<file path="src/rtl/counter_tree_acc_pkg.sv">
`default_nettype none
// +----------------------------------------------------------------------+
// | Package : cct_pkg                                                    |
// | Purpose : Shared types and elaboration helpers for counter_tree_acc. |
// |           grp_state_t  - accumulation group FSM state                |
// |           out_width()  - derived result width                        |
// |           csa_levels() - 3:2 reduction depth for N operand rows      |
// | Rev     : 1.0  initial parametrised release                          |
// +----------------------------------------------------------------------+
package cct_pkg;

  typedef enum logic [0:0] {
    IDLE  = 1'b0,   // no group open; next beat starts a new group
    ACCUM = 1'b1    // group open; beats add into the accumulator
  } grp_state_t;

  // Width that holds one full beat sum plus the accumulator guard bits.
  function automatic int out_width(input int n_ops, input int width,
                                   input int acc_guard);
    return width + $clog2(n_ops) + acc_guard;
  endfunction

  // Number of 3:2 counter levels needed to reduce n_ops rows to two.
  function automatic int csa_levels(input int n_ops);
    int n;
    int l;
    n = n_ops;
    l = 0;
    while (n > 2) begin
      n = n - (n / 3);
      l = l + 1;
    end
    return l;
  endfunction

endpackage
`default_nettype wire

</file>
<file path="src/rtl/counter_tree_acc_if.sv">
`default_nettype none
// +----------------------------------------------------------------------+
// | Interface : counter_tree_acc_if                                      |
// | Purpose   : Operand input stream and group result stream.            |
// |   in_valid/in_ready/in_ops/in_last : operand beat handshake          |
// |   out_valid/out_ready/out_sum/out_ovf/out_beats : result handshake   |
// |   slave  modport : the accumulator block                             |
// |   master modport : the producer/consumer around it                   |
// | Rev       : 1.0  initial parametrised release                        |
// +----------------------------------------------------------------------+
interface counter_tree_acc_if
  import cct_pkg::*;
#(
  parameter int N_OPS     = 5,
  parameter int WIDTH     = 5,
  parameter int ACC_GUARD = 4,
  parameter int OUT_W     = out_width(N_OPS, WIDTH, ACC_GUARD),
  parameter int CNT_W     = 8
) ();

  logic                   in_valid;
  logic                   in_ready;
  logic [N_OPS*WIDTH-1:0] in_ops;
  logic                   in_last;
  logic                   out_valid;
  logic                   out_ready;
  logic [OUT_W-1:0]       out_sum;
  logic                   out_ovf;
  logic [CNT_W-1:0]       out_beats;

  modport slave (
    input  in_valid, in_ops, in_last, out_ready,
    output in_ready, out_valid, out_sum, out_ovf, out_beats
  );

  modport master (
    output in_valid, in_ops, in_last, out_ready,
    input  in_ready, out_valid, out_sum, out_ovf, out_beats
  );

endinterface
`default_nettype wire

</file>
<file path="src/rtl/counter_tree_acc_csa_row.sv">
`default_nettype none
// +----------------------------------------------------------------------+
// | Module  : csa_row                                                    |
// | Purpose : One row of 3:2 counters (full adders without carry chain). |
// |   a_i, b_i, c_i : three addend vectors                               |
// |   sum_o         : bitwise sum                                        |
// |   carry_o       : majority vector already shifted to weight 2^(i+1)  |
// | Rev     : 1.0  initial parametrised release                          |
// +----------------------------------------------------------------------+
module csa_row #(
  parameter int WIDTH = 5
) (
  input  wire logic [WIDTH-1:0] a_i,
  input  wire logic [WIDTH-1:0] b_i,
  input  wire logic [WIDTH-1:0] c_i,
  output logic      [WIDTH-1:0] sum_o,
  output logic      [WIDTH-1:0] carry_o
);

  assign sum_o = a_i ^ b_i ^ c_i;

  // Carry out of the top bit falls outside the modulo-2^WIDTH result.
  assign carry_o = {(a_i[WIDTH-2:0] & b_i[WIDTH-2:0]) |
                    (a_i[WIDTH-2:0] & c_i[WIDTH-2:0]) |
                    (b_i[WIDTH-2:0] & c_i[WIDTH-2:0]), 1'b0};

endmodule
`default_nettype wire

</file>
<file path="src/rtl/counter_tree_acc.sv">
`default_nettype none
// +----------------------------------------------------------------------+
// | Module  : counter_tree_acc                                           |
// | Purpose : Sums N_OPS operands per beat through a registered 3:2      |
// |           counter tree and carry-propagate add, then accumulates     |
// |           beats into groups closed by in_last, with sticky overflow  |
// |           and a saturating beat count.                               |
// |   clk   : rising-edge clock                                          |
// |   rst_n : synchronous active-low reset                               |
// |   bus   : counter_tree_acc_if.slave (operand and result streams)     |
// |   Pipeline: S1 operand regs -> S2 tree regs -> S3 add/accumulate     |
// |             into the output register (3-cycle latency).              |
// | Rev     : 1.0  initial parametrised release                          |
// +----------------------------------------------------------------------+
module counter_tree_acc
  import cct_pkg::*;
#(
  parameter int N_OPS     = 5,
  parameter int WIDTH     = 5,
  parameter int SIGNED    = 0,
  parameter int ACC_GUARD = 4,
  parameter int OUT_W     = out_width(N_OPS, WIDTH, ACC_GUARD),
  parameter int CNT_W     = 8
) (
  input  wire logic         clk,
  input  wire logic         rst_n,
  counter_tree_acc_if.slave bus
);

  localparam int N_CSA = N_OPS - 2;     // each 3:2 row removes one operand row
  localparam int EXT_W = OUT_W - WIDTH;

  // ---------------------------------------------------------------- state
  logic             s1_valid_q;
  logic             s1_last_q;
  logic [OUT_W-1:0] s1_ops_q [N_OPS];
  logic             s2_valid_q;
  logic             s2_last_q;
  logic [OUT_W-1:0] s2_sum_q;
  logic [OUT_W-1:0] s2_carry_q;
  grp_state_t       state_q;
  logic [OUT_W-1:0] acc_q;
  logic             ovf_q;
  logic [CNT_W-1:0] beats_q;
  logic             out_valid_q;
  logic [OUT_W-1:0] out_sum_q;
  logic             out_ovf_q;
  logic [CNT_W-1:0] out_beats_q;

  // ----------------------------------------------------------- next state
  logic [OUT_W-1:0] ops_ext_d [N_OPS];
  logic [OUT_W-1:0] s2_sum_d;
  logic [OUT_W-1:0] s2_carry_d;
  logic [OUT_W-1:0] acc_d;
  logic             ovf_d;
  logic [CNT_W-1:0] beats_d;

  logic             en;
  logic             accept;
  logic [OUT_W-1:0] beat_sum;
  logic [OUT_W:0]   add_full;
  logic             add_ovf;

  // A result waiting on a busy consumer freezes the whole pipeline.
  assign en            = !(out_valid_q && !bus.out_ready);
  assign bus.in_ready  = en && rst_n;
  assign accept        = bus.in_valid && bus.in_ready;

  assign bus.out_valid = out_valid_q;
  assign bus.out_sum   = out_sum_q;
  assign bus.out_ovf   = out_ovf_q;
  assign bus.out_beats = out_beats_q;

  // ------------------------------------------------- operand extension
  for (genvar k = 0; k < N_OPS; k++) begin : g_ext
    logic [WIDTH-1:0] op;
    assign op = bus.in_ops[k*WIDTH +: WIDTH];
    assign ops_ext_d[k] = (SIGNED != 0) ? {{EXT_W{op[WIDTH-1]}}, op}
                                        : {{EXT_W{1'b0}}, op};
  end

  // ------------------------------------------------- 3:2 reduction tree
  // Rows form a FIFO: rows 0..N_OPS-1 are the operands, and counter i eats
  // rows 3i..3i+2 and appends its sum/carry as rows N_OPS+2i, N_OPS+2i+1.
  // Every row a counter reads was produced by an earlier counter, and the
  // last counter's two outputs are the only rows left unconsumed.
  for (genvar i = 0; i < N_CSA; i++) begin : g_csa
    logic [OUT_W-1:0] row_s;
    logic [OUT_W-1:0] row_c;
    for (genvar k = 0; k < 3; k++) begin : g_src
      localparam int IDX = 3*i + k;
      logic [OUT_W-1:0] row;
      if (IDX < N_OPS) begin : g_op
        assign row = s1_ops_q[IDX];
      end else if (((IDX - N_OPS) % 2) == 0) begin : g_sum
        assign row = g_csa[(IDX - N_OPS) / 2].row_s;
      end else begin : g_car
        assign row = g_csa[(IDX - N_OPS) / 2].row_c;
      end
    end
    csa_row #(.WIDTH(OUT_W)) u_csa (
      .a_i     (g_src[0].row),
      .b_i     (g_src[1].row),
      .c_i     (g_src[2].row),
      .sum_o   (row_s),
      .carry_o (row_c)
    );
  end

  assign s2_sum_d   = g_csa[N_CSA-1].row_s;
  assign s2_carry_d = g_csa[N_CSA-1].row_c;

  // ------------------------------------------- S3 add and accumulate
  always_comb begin
    beat_sum = s2_sum_q + s2_carry_q;
    add_full = {1'b0, acc_q} + {1'b0, beat_sum};
    if (SIGNED != 0) begin
      add_ovf = (acc_q[OUT_W-1] == beat_sum[OUT_W-1]) &&
                (add_full[OUT_W-1] != acc_q[OUT_W-1]);
    end else begin
      add_ovf = add_full[OUT_W];
    end

    acc_d   = beat_sum;
    beats_d = CNT_W'(1);
    ovf_d   = 1'b0;
    if (state_q == ACCUM) begin
      acc_d   = add_full[OUT_W-1:0];
      beats_d = (beats_q == {CNT_W{1'b1}}) ? beats_q : beats_q + CNT_W'(1);
      ovf_d   = ovf_q | add_ovf;
    end
  end

  // --------------------------------------- pipeline, FSM, output register
  always_ff @(posedge clk) begin
    if (!rst_n) begin
      s1_valid_q  <= 1'b0;
      s1_last_q   <= 1'b0;
      for (int k = 0; k < N_OPS; k++) s1_ops_q[k] <= '0;
      s2_valid_q  <= 1'b0;
      s2_last_q   <= 1'b0;
      s2_sum_q    <= '0;
      s2_carry_q  <= '0;
      state_q     <= IDLE;
      acc_q       <= '0;
      ovf_q       <= 1'b0;
      beats_q     <= '0;
      out_valid_q <= 1'b0;
      out_sum_q   <= '0;
      out_ovf_q   <= 1'b0;
      out_beats_q <= '0;
    end else if (en) begin
      s1_valid_q <= accept;
      if (accept) begin
        s1_last_q <= bus.in_last;
        for (int k = 0; k < N_OPS; k++) s1_ops_q[k] <= ops_ext_d[k];
      end

      s2_valid_q <= s1_valid_q;
      if (s1_valid_q) begin
        s2_last_q  <= s1_last_q;
        s2_sum_q   <= s2_sum_d;
        s2_carry_q <= s2_carry_d;
      end

      // en=1 with a pending result means it is being taken this cycle.
      out_valid_q <= 1'b0;
      if (s2_valid_q) begin
        acc_q   <= acc_d;
        ovf_q   <= ovf_d;
        beats_q <= beats_d;
        if (s2_last_q) begin
          out_valid_q <= 1'b1;
          out_sum_q   <= acc_d;
          out_ovf_q   <= ovf_d;
          out_beats_q <= beats_d;
          state_q     <= IDLE;
        end else begin
          state_q     <= ACCUM;
        end
      end
    end
  end

endmodule
`default_nettype wire

</file>
<file path="src/flat_wrapper.sv">
// flat-port wrapper written by rule: the top's interface ports become plain ports
module counter_tree_acc_flat import cct_pkg::*;
#(
  parameter int N_OPS     = 5,
  parameter int WIDTH     = 5,
  parameter int SIGNED    = 0,
  parameter int ACC_GUARD = 4,
  parameter int OUT_W     = out_width(N_OPS, WIDTH, ACC_GUARD),
  parameter int CNT_W     = 8
)
  (clk, rst_n, bus_in_valid, bus_in_ops, bus_in_last, bus_out_ready, bus_in_ready, bus_out_valid, bus_out_sum, bus_out_ovf, bus_out_beats);
  counter_tree_acc_if #(.N_OPS(N_OPS), .WIDTH(WIDTH), .ACC_GUARD(ACC_GUARD), .OUT_W(OUT_W), .CNT_W(CNT_W)) bus_i ();
  input  wire logic clk;
  input  wire logic rst_n;
  input wire logic [$bits(bus_i.in_valid)-1:0] bus_in_valid;
  input wire logic [$bits(bus_i.in_ops)-1:0] bus_in_ops;
  input wire logic [$bits(bus_i.in_last)-1:0] bus_in_last;
  input wire logic [$bits(bus_i.out_ready)-1:0] bus_out_ready;
  output wire logic [$bits(bus_i.in_ready)-1:0] bus_in_ready;
  output wire logic [$bits(bus_i.out_valid)-1:0] bus_out_valid;
  output wire logic [$bits(bus_i.out_sum)-1:0] bus_out_sum;
  output wire logic [$bits(bus_i.out_ovf)-1:0] bus_out_ovf;
  output wire logic [$bits(bus_i.out_beats)-1:0] bus_out_beats;
  assign bus_i.in_valid = bus_in_valid;
  assign bus_i.in_ops = bus_in_ops;
  assign bus_i.in_last = bus_in_last;
  assign bus_i.out_ready = bus_out_ready;
  assign bus_in_ready = bus_i.in_ready;
  assign bus_out_valid = bus_i.out_valid;
  assign bus_out_sum = bus_i.out_sum;
  assign bus_out_ovf = bus_i.out_ovf;
  assign bus_out_beats = bus_i.out_beats;
  counter_tree_acc #(.N_OPS(N_OPS), .WIDTH(WIDTH), .SIGNED(SIGNED), .ACC_GUARD(ACC_GUARD), .OUT_W(OUT_W), .CNT_W(CNT_W)) u_core (.clk(clk), .rst_n(rst_n), .bus(bus_i));
endmodule
</file>
<file path="config.mk">
export PLATFORM = sky130hd
export DESIGN_NAME = counter_tree_acc_flat
export DESIGN_NICKNAME = d
export VERILOG_FILES = /design/src/rtl/counter_tree_acc_pkg.sv /design/src/rtl/counter_tree_acc_if.sv /design/src/rtl/counter_tree_acc_csa_row.sv /design/src/rtl/counter_tree_acc.sv /design/src/flat_wrapper.sv
export SDC_FILE = /design/constraint.sdc
export NUM_CORES = 1
export LEC_CHECK = 0
export CAP_MARGIN = 40
export CORE_UTILIZATION = 50
export CTS_CLUSTER_SIZE = 24
export DETAILED_ROUTE_END_ITERATION = 16
export GPL_ROUTABILITY_DRIVEN = 1
export PLACE_DENSITY = 0.76
export SYNTH_ARGS = -nofsm -noshare
export SYNTH_HDL_FRONTEND = slang
export SYNTH_SLANG_ARGS = --single-unit
</file>
<file path="constraint.sdc">
create_clock -name clk -period 2.45 [get_ports clk]
set_input_delay 0.245 -clock clk [delete_from_list [all_inputs] [get_ports clk]]
set_output_delay 0.245 -clock clk [all_outputs]
set_load 0.05 [all_outputs]
</file>
# After elaboration in Yosys (flattened, before gate mapping)
# Memories as Yosys holds them, arrays and structs flattened.
# Index checks and enable logic that the tools add are counted.
[totals] mem_bits_rw=25 mem_count=1 input_bits=30 ff_bits=71 wordCells=73
[classes] n_eq_ne=1 n_reduce_logical=9 addsub=3 mux=17 bitwise=28
[mem_list] name="u_core.s1_ops_q" words=5 width=5 read_ports=5 rd_ports_with_merged_regs=0 wr=5 line_no="counter_tree_acc.sv:36" source="logic [OUT_W-1:0] s1_ops_q [N_OPS];"
[ops] op="AND 11 bit" n=9
[ops] op="bitwise XOR 12 bit" n=6
[ops] op="bitwise OR 11 bit" n=6
[ops] op="two-way mux 5 bit" n=5
[ops] op="two-way mux 8 bit" n=2
[ops] op="adder 12 x 12 -> 13 bit" n=1
[ops] op="adder 12 bit" n=1
[ops] op="two-way mux 12 bit" n=1
[ops] op="two-way mux 1 bit" n=9
[ops] op="adder 8 x 1 -> 8 bit (second input constant)" n=1
[ops] op="equality test 8 bit (second input constant)" n=1
[ops] op="bitwise OR 1 bit" n=6
[ops] op="AND reduction 2 bit" n=3
[ops] op="logical AND 1 bit" n=3
[ops] op="AND reduction 3 bit" n=1
[ops] op="zero test 1 bit" n=2
[ops] op="NOT 1 bit" n=1

# Longest topological paths before layout
[depth] depth_word=10 mapped_depth=12

# Cells and area by module
# From an unflattened synthesis, not the netlist that was laid out.
[unflattened] cells_unflattened=596 area_unflattened_um2=5834.3
[by_module_without_submodules] mod="counter_tree_acc" area_each_um2=5068.6 cells_each=554 instances=1
[by_module_without_submodules] mod="csa_row" area_each_um2=255.2 cells_each=14 instances=3

# Least setup slack after synthesis
# Ideal clock, no wire load.
[synth_timing] path_type="register to register" startpoint="register u_core.s2_carry_q[2]" endpoint="register u_core.acc_q[11]" required_ps=2376 setup_ps=74 arrival_time_ps=2572 setup_slack_ps=-197 stages_incl_launch_ff=13 path_cell_list="dfxtp_1 ha_1 inv_1 fa_1 nand2b_1 a21oi_1 xor2_1 ha_1 a21o_1 a221oi_2 a21oi_1 nand3b_1 a31oi_1"
[synth_between] elab_chain_cells=3
[synth_lines] item="start, declared" line_no="counter_tree_acc.sv:40" source="logic [OUT_W-1:0] s2_carry_q;"
[synth_lines] item="start signal, assigned" line_no="counter_tree_acc.sv:163" source="s2_carry_q <= s2_carry_d;"
[synth_lines] item="adder 12 bit *" line_no="counter_tree_acc.sv:115" source="beat_sum = s2_sum_q + s2_carry_q;"
[synth_lines] item="adder 12 x 12 -> 13 bit" line_no="counter_tree_acc.sv:116" source="add_full = {1'b0, acc_q} + {1'b0, beat_sum};"
[synth_lines] item="two-way mux 12 bit *" line_no="counter_tree_acc.sv:127" source="if (state_q == ACCUM) begin"
[synth_lines] item="end signal, assigned" line_no="counter_tree_acc.sv:145" source="acc_q <= '0;"
[synth_lines] item="end signal, assigned" line_no="counter_tree_acc.sv:169" source="acc_q <= acc_d;"
[synth_lines] item="end, declared" line_no="counter_tree_acc.sv:42" source="logic [OUT_W-1:0] acc_q;"
# Mark *: on every way between the ends. The rest lies on a longest branch, timed or not.
# A chain may end at the register's enable or synchronous reset.

# Final worst setup path
[layout_timing] startpoint="register u_core.s2_carry_q[2]" endpoint="register u_core.acc_q[6]"
# The elaborated chain is that of the path after synthesis.

==> results_dict.tcl <==
set metrics [dict create \
    grt-ovfl-total 0 \
    clock_latency_ps 360 \
    whs_ps 446 \
    violations "setup timing" \
    finalClockSkew_ps 14.4 \
    rsz0062_at_grt "yes" \
    clkTransAtPathRegs_ps 80 \
    num_io_pins 53 \
    use_met1 0.271 \
    routed_wl_mm 9.10 \
    rows 34 \
    cts_tree "done" \
    sw_frac_of_total 0.266 \
    finalWorstSetupSlack_ps -238 \
    finalHoldViolCount 0 \
    async_flop_share 0 \
    clkPwrFrac 0.348 \
    synth_enable_flop_cells 25 \
    hpwl_mm 6.59 \
    critPathSlowestCell "dfxtp_2" \
    core_area_um2 8680 \
    r2r-start "u_core.s2_carry_q[2]" \
    layout-drive-gt1-share 0.142 \
    place_ws_ps -346 \
    worst_setup_path_end_kind "register" \
    clock_sinks 84 \
    grt_pass1_wl_mm 15.4 \
    yosys_warnings 0 \
    clockRootBuffer "clkbuf_8" \
    synth_area_leaders "dfxtp_1, edfxtp_1, fa_1" \
    die-height_um 96.2 \
    grt_max_degree 28 \
    crit_path_end "u_core.acc_q[6]" \
    grtUsageMet2 0.383 \
    min_path_type "reg2reg" \
    status "finished with violations" \
    syn-num-nets 536 \
    r2r_end "u_core.acc_q[6]" \
    path_max_fanout 6 \
    n_antenna_cell 0 \
    fin_crit_sh 1.10 \
    fin_nets 605 \
    avgSynthCellArea_um2 9.33 \
    grt-busiest-layer "met2" \
    area_growth_pct 25.2 \
    p_per_area_nw_per_um2 595 \
    crit_path_start_kind "register" \
    intPower_w 0.00243 \
    grt_usage 0.218 \
    p_sw_w 0.000879 \
    yosysUniqueCellTypes 59 \
    required_ps 2680 \
    seq_power_share 0.467 \
    h-tree-depth 3 \
    slew_violations 0 \
    critPathMostFrequentCell "ha_4" \
    fp.dieW_um 96.2 \
    antenna_found_initial 0 \
    max_freq_mhz 372 \
    setup_viol_count_final 16 \
    worst_slew_pin_slew_ps 507 \
    ys_ff_latch 84 \
    seq_area_frac_synth 0.435 \
    initial_core_util 0.512 \
    critical_path_class "reg2reg" \
    use_met3 0.0363 \
    die_area_um2 9260 \
    viasPerCell 5.29 \
    worstPathArrival_ps 2920 \
    cpPeakStageDelay_ps 360 \
    gp_congestion 0.874 \
    vias 3480 \
    reg2reg_depth 13 \
    grt_pass1_vias 3330 \
    netlist_area_um2 4440 \
    numPortBuffers 52 \
    drtAntennaViolNets 0 \
    drtIter0Drc 126 \
    firstDrtPassIters 5 \
    synth_top_cell_by_area "dfxtp_1" \
    irDropWorstVdd_mv 0.414 \
    p_leak_nw 2.17 \
    synth-main-ff-cell "dfxtp_1" \
    drcViolationCount 0 \
    cts_buffer_depth 2 \
    yosysTopAreaCellShare 0.266 \
    startpoint "u_core.s2_carry_q[2]" \
    path_cells "ha_4 -> inv_2 -> fa_2 -> nand2b_4 -> a21oi_4 -> xor2_2 -> ha_4 -> buf_6 -> nor2b_4 -> and2_4 -> a221o_1 -> a211oi_2 -> a21oi_1" \
    min_period_ps 2690 \
    drv_cap 0 \
    slew_headroom 0.661 \
    r2r_slack_ps -240 \
    numCtsBuffers 9 \
    power.total_w 0.00331 \
    p_comb_frac 0.185 \
    post_drt_wl_per_cell_um 13.8 \
    syn_inst 476 \
]
==> stage by stage <==
stage               setup TNS (ps)   util  cells  cell area [um^2]
finish                       -2900  0.640    658              5560
global route                 -4960  0.640    658              5560
CTS                          -2880  0.636    658              5520
detailed placement           -3710  0.596    636              5170
global placement             -2630  0.596    636              5170
floorplan                     -742      -    476              4490
==> cell families after synthesis <==
group | count (synthesis) | share of synthesized area
AOI/OAI and AO/OA | 108 | 0.154
adders and majority gates | 30 | 0.112
and+or+nand+nor | 166 | 0.185
xor gates and xnor gates | 11 | 0.0217
muxes | 8 | 0.0194
DFF | 84 | 0.435
buffers and inverters | 69 | 0.0733
==> layout by cell type (no fill, tap or decap), types with 3 or more instances in the layout <==
cell	netlist	routed
buf_6	6	3
o21ai_1	13	12
fa_1	16	15
a31oi_1	3	3
buf_4	0	25
o21ai_0	15	15
xnor2_1	8	5
and2_1	33	32
clkdlybuf4s50_1	0	51
inv_1	47	46
clkbuf_8	0	9
nor3_1	4	4
a211oi_1	6	5
mux2i_1	6	6
a221oi_2	1	3
xnor2_2	0	3
dfxtp_1	59	57
clkbuf_1	9	3
o21a_1	3	3
nor2_1	23	23
and3_1	4	4
a211o_1	3	3
o211ai_1	4	4
nand3_1	14	13
a21o_1	3	3
nand2_1	65	65
edfxtp_1	25	25
ha_1	14	11
a21oi_1	41	38
==> cell usage after synthesis, types with 2 or more instances <==
cell type   n
edfxtp_1   25
nor3_1      4
nand3_1    14
fa_1       16
a211o_1     3
o21a_1      3
nor2_2      2
o2111ai_1   2
clkbuf_1    9
o211ai_1    4
buf_6       6
and2_1     33
xnor2_1     8
clkbuf_4    2
a21oi_1    41
and3_1      4
inv_1      47
a211oi_1    6
xor2_1      3
nor2_1     23
a31oi_1     3
a21o_1      3
dfxtp_1    59
nand2b_1    3
and4_1      2
nand2_1    65
ha_1       14
buf_2       4
o21ai_0    15
nand3b_1    2
o21ai_1    13
nor2b_1     2
nand4_1     2
mux2i_1     6
a221oi_1    3
o221ai_1    2
==> worst min-delay path by stage <==
stage / from / end / slack [ps] / depth (start not counted)
2_1_floorplan: bus_in_last / u_core.s1_last_q / 350 / 2
3_3_place_gp: u_core.bus.out_sum[10] / u_core.bus.out_sum[10] / 440 / 2
3_5_place_dp: u_core.bus.out_sum[11] / u_core.bus.out_sum[11] / 440 / 2
4_1_cts: u_core.bus.out_sum[11] / u_core.bus.out_sum[11] / 450 / 2
5_1_grt: u_core.bus.out_sum[8] / u_core.bus.out_sum[8] / 470 / 2
6_report: u_core.bus.out_sum[11] / u_core.bus.out_sum[11] / 450 / 2
==> layout make-up <==
cell class,count,area (um^2)
Sequential cell,84,1930
Clock buffer,13,160
Inverter,47,176
Timing Repair Buffer,80,752
Tap cell,108,135
Multi-Input combinational cell,323,2330
Fill cell,707,3120
Clock inverter,3,68.8
==> metal layers <==
| layer | wire [um] | share of wire |
|---|---|---|
| met1 | 4020 | 0.44 |
| met3 | 313 | 0.034 |
| met2 | 4610 | 0.51 |
| met5 | 0 | 0 |
| met4 | 153 | 0.017 |
==> timing repair <==
item,4_1_cts,5_1_grt
pin swaps,18,8
endpoints found under the setup margin,18,18
cloned,0,0
resized for setup,11,9
hold endpoints to repair,0,0
setup buffers,6,0
hold buffers,0,0
==> state kept, by name, indices dropped and copies added (netlist names), 5 cells and up <==
signal	cells
u_core.acc_q	12
u_core.beats_q	8
u_core.bus.out_beats	8
u_core.bus.out_sum	12
u_core.s1_ops_q	25
u_core.s2_carry_q	5
u_core.s2_sum_q	6
==> power by group through the flow <==
| stage | clock [W] | sequential [W] | combinational (W) |
|---|---|---|---|
| 2_1_floorplan | 0 | 0.00157 | 0.000386 |
| 3_3_place_gp | 0 | 0.00157 | 0.000541 |
| 3_5_place_dp | 0 | 0.00158 | 0.000574 |
| 4_1_cts | 0.00116 | 0.00155 | 0.000610 |
| 5_1_grt | 0.00121 | 0.00156 | 0.000690 |
| 6_report | 0.00115 | 0.00155 | 0.000612 |
==> worst max-delay path: cells and delay by family, from the launching register on <==
| kind | cells | cell delay (ps) |
|---|---|---|
| adders and majority gates | 3 | 670 |
| AOI/OAI and AO/OA | 4 | 820 |
| xor gates and xnor gates | 1 | 240 |
| buffers and inverters | 2 | 130 |
| and+or+nand+nor | 3 | 330 |
| DFF | 1 | 360 |
No activity file was read; power rests on OpenSTA's default activity.
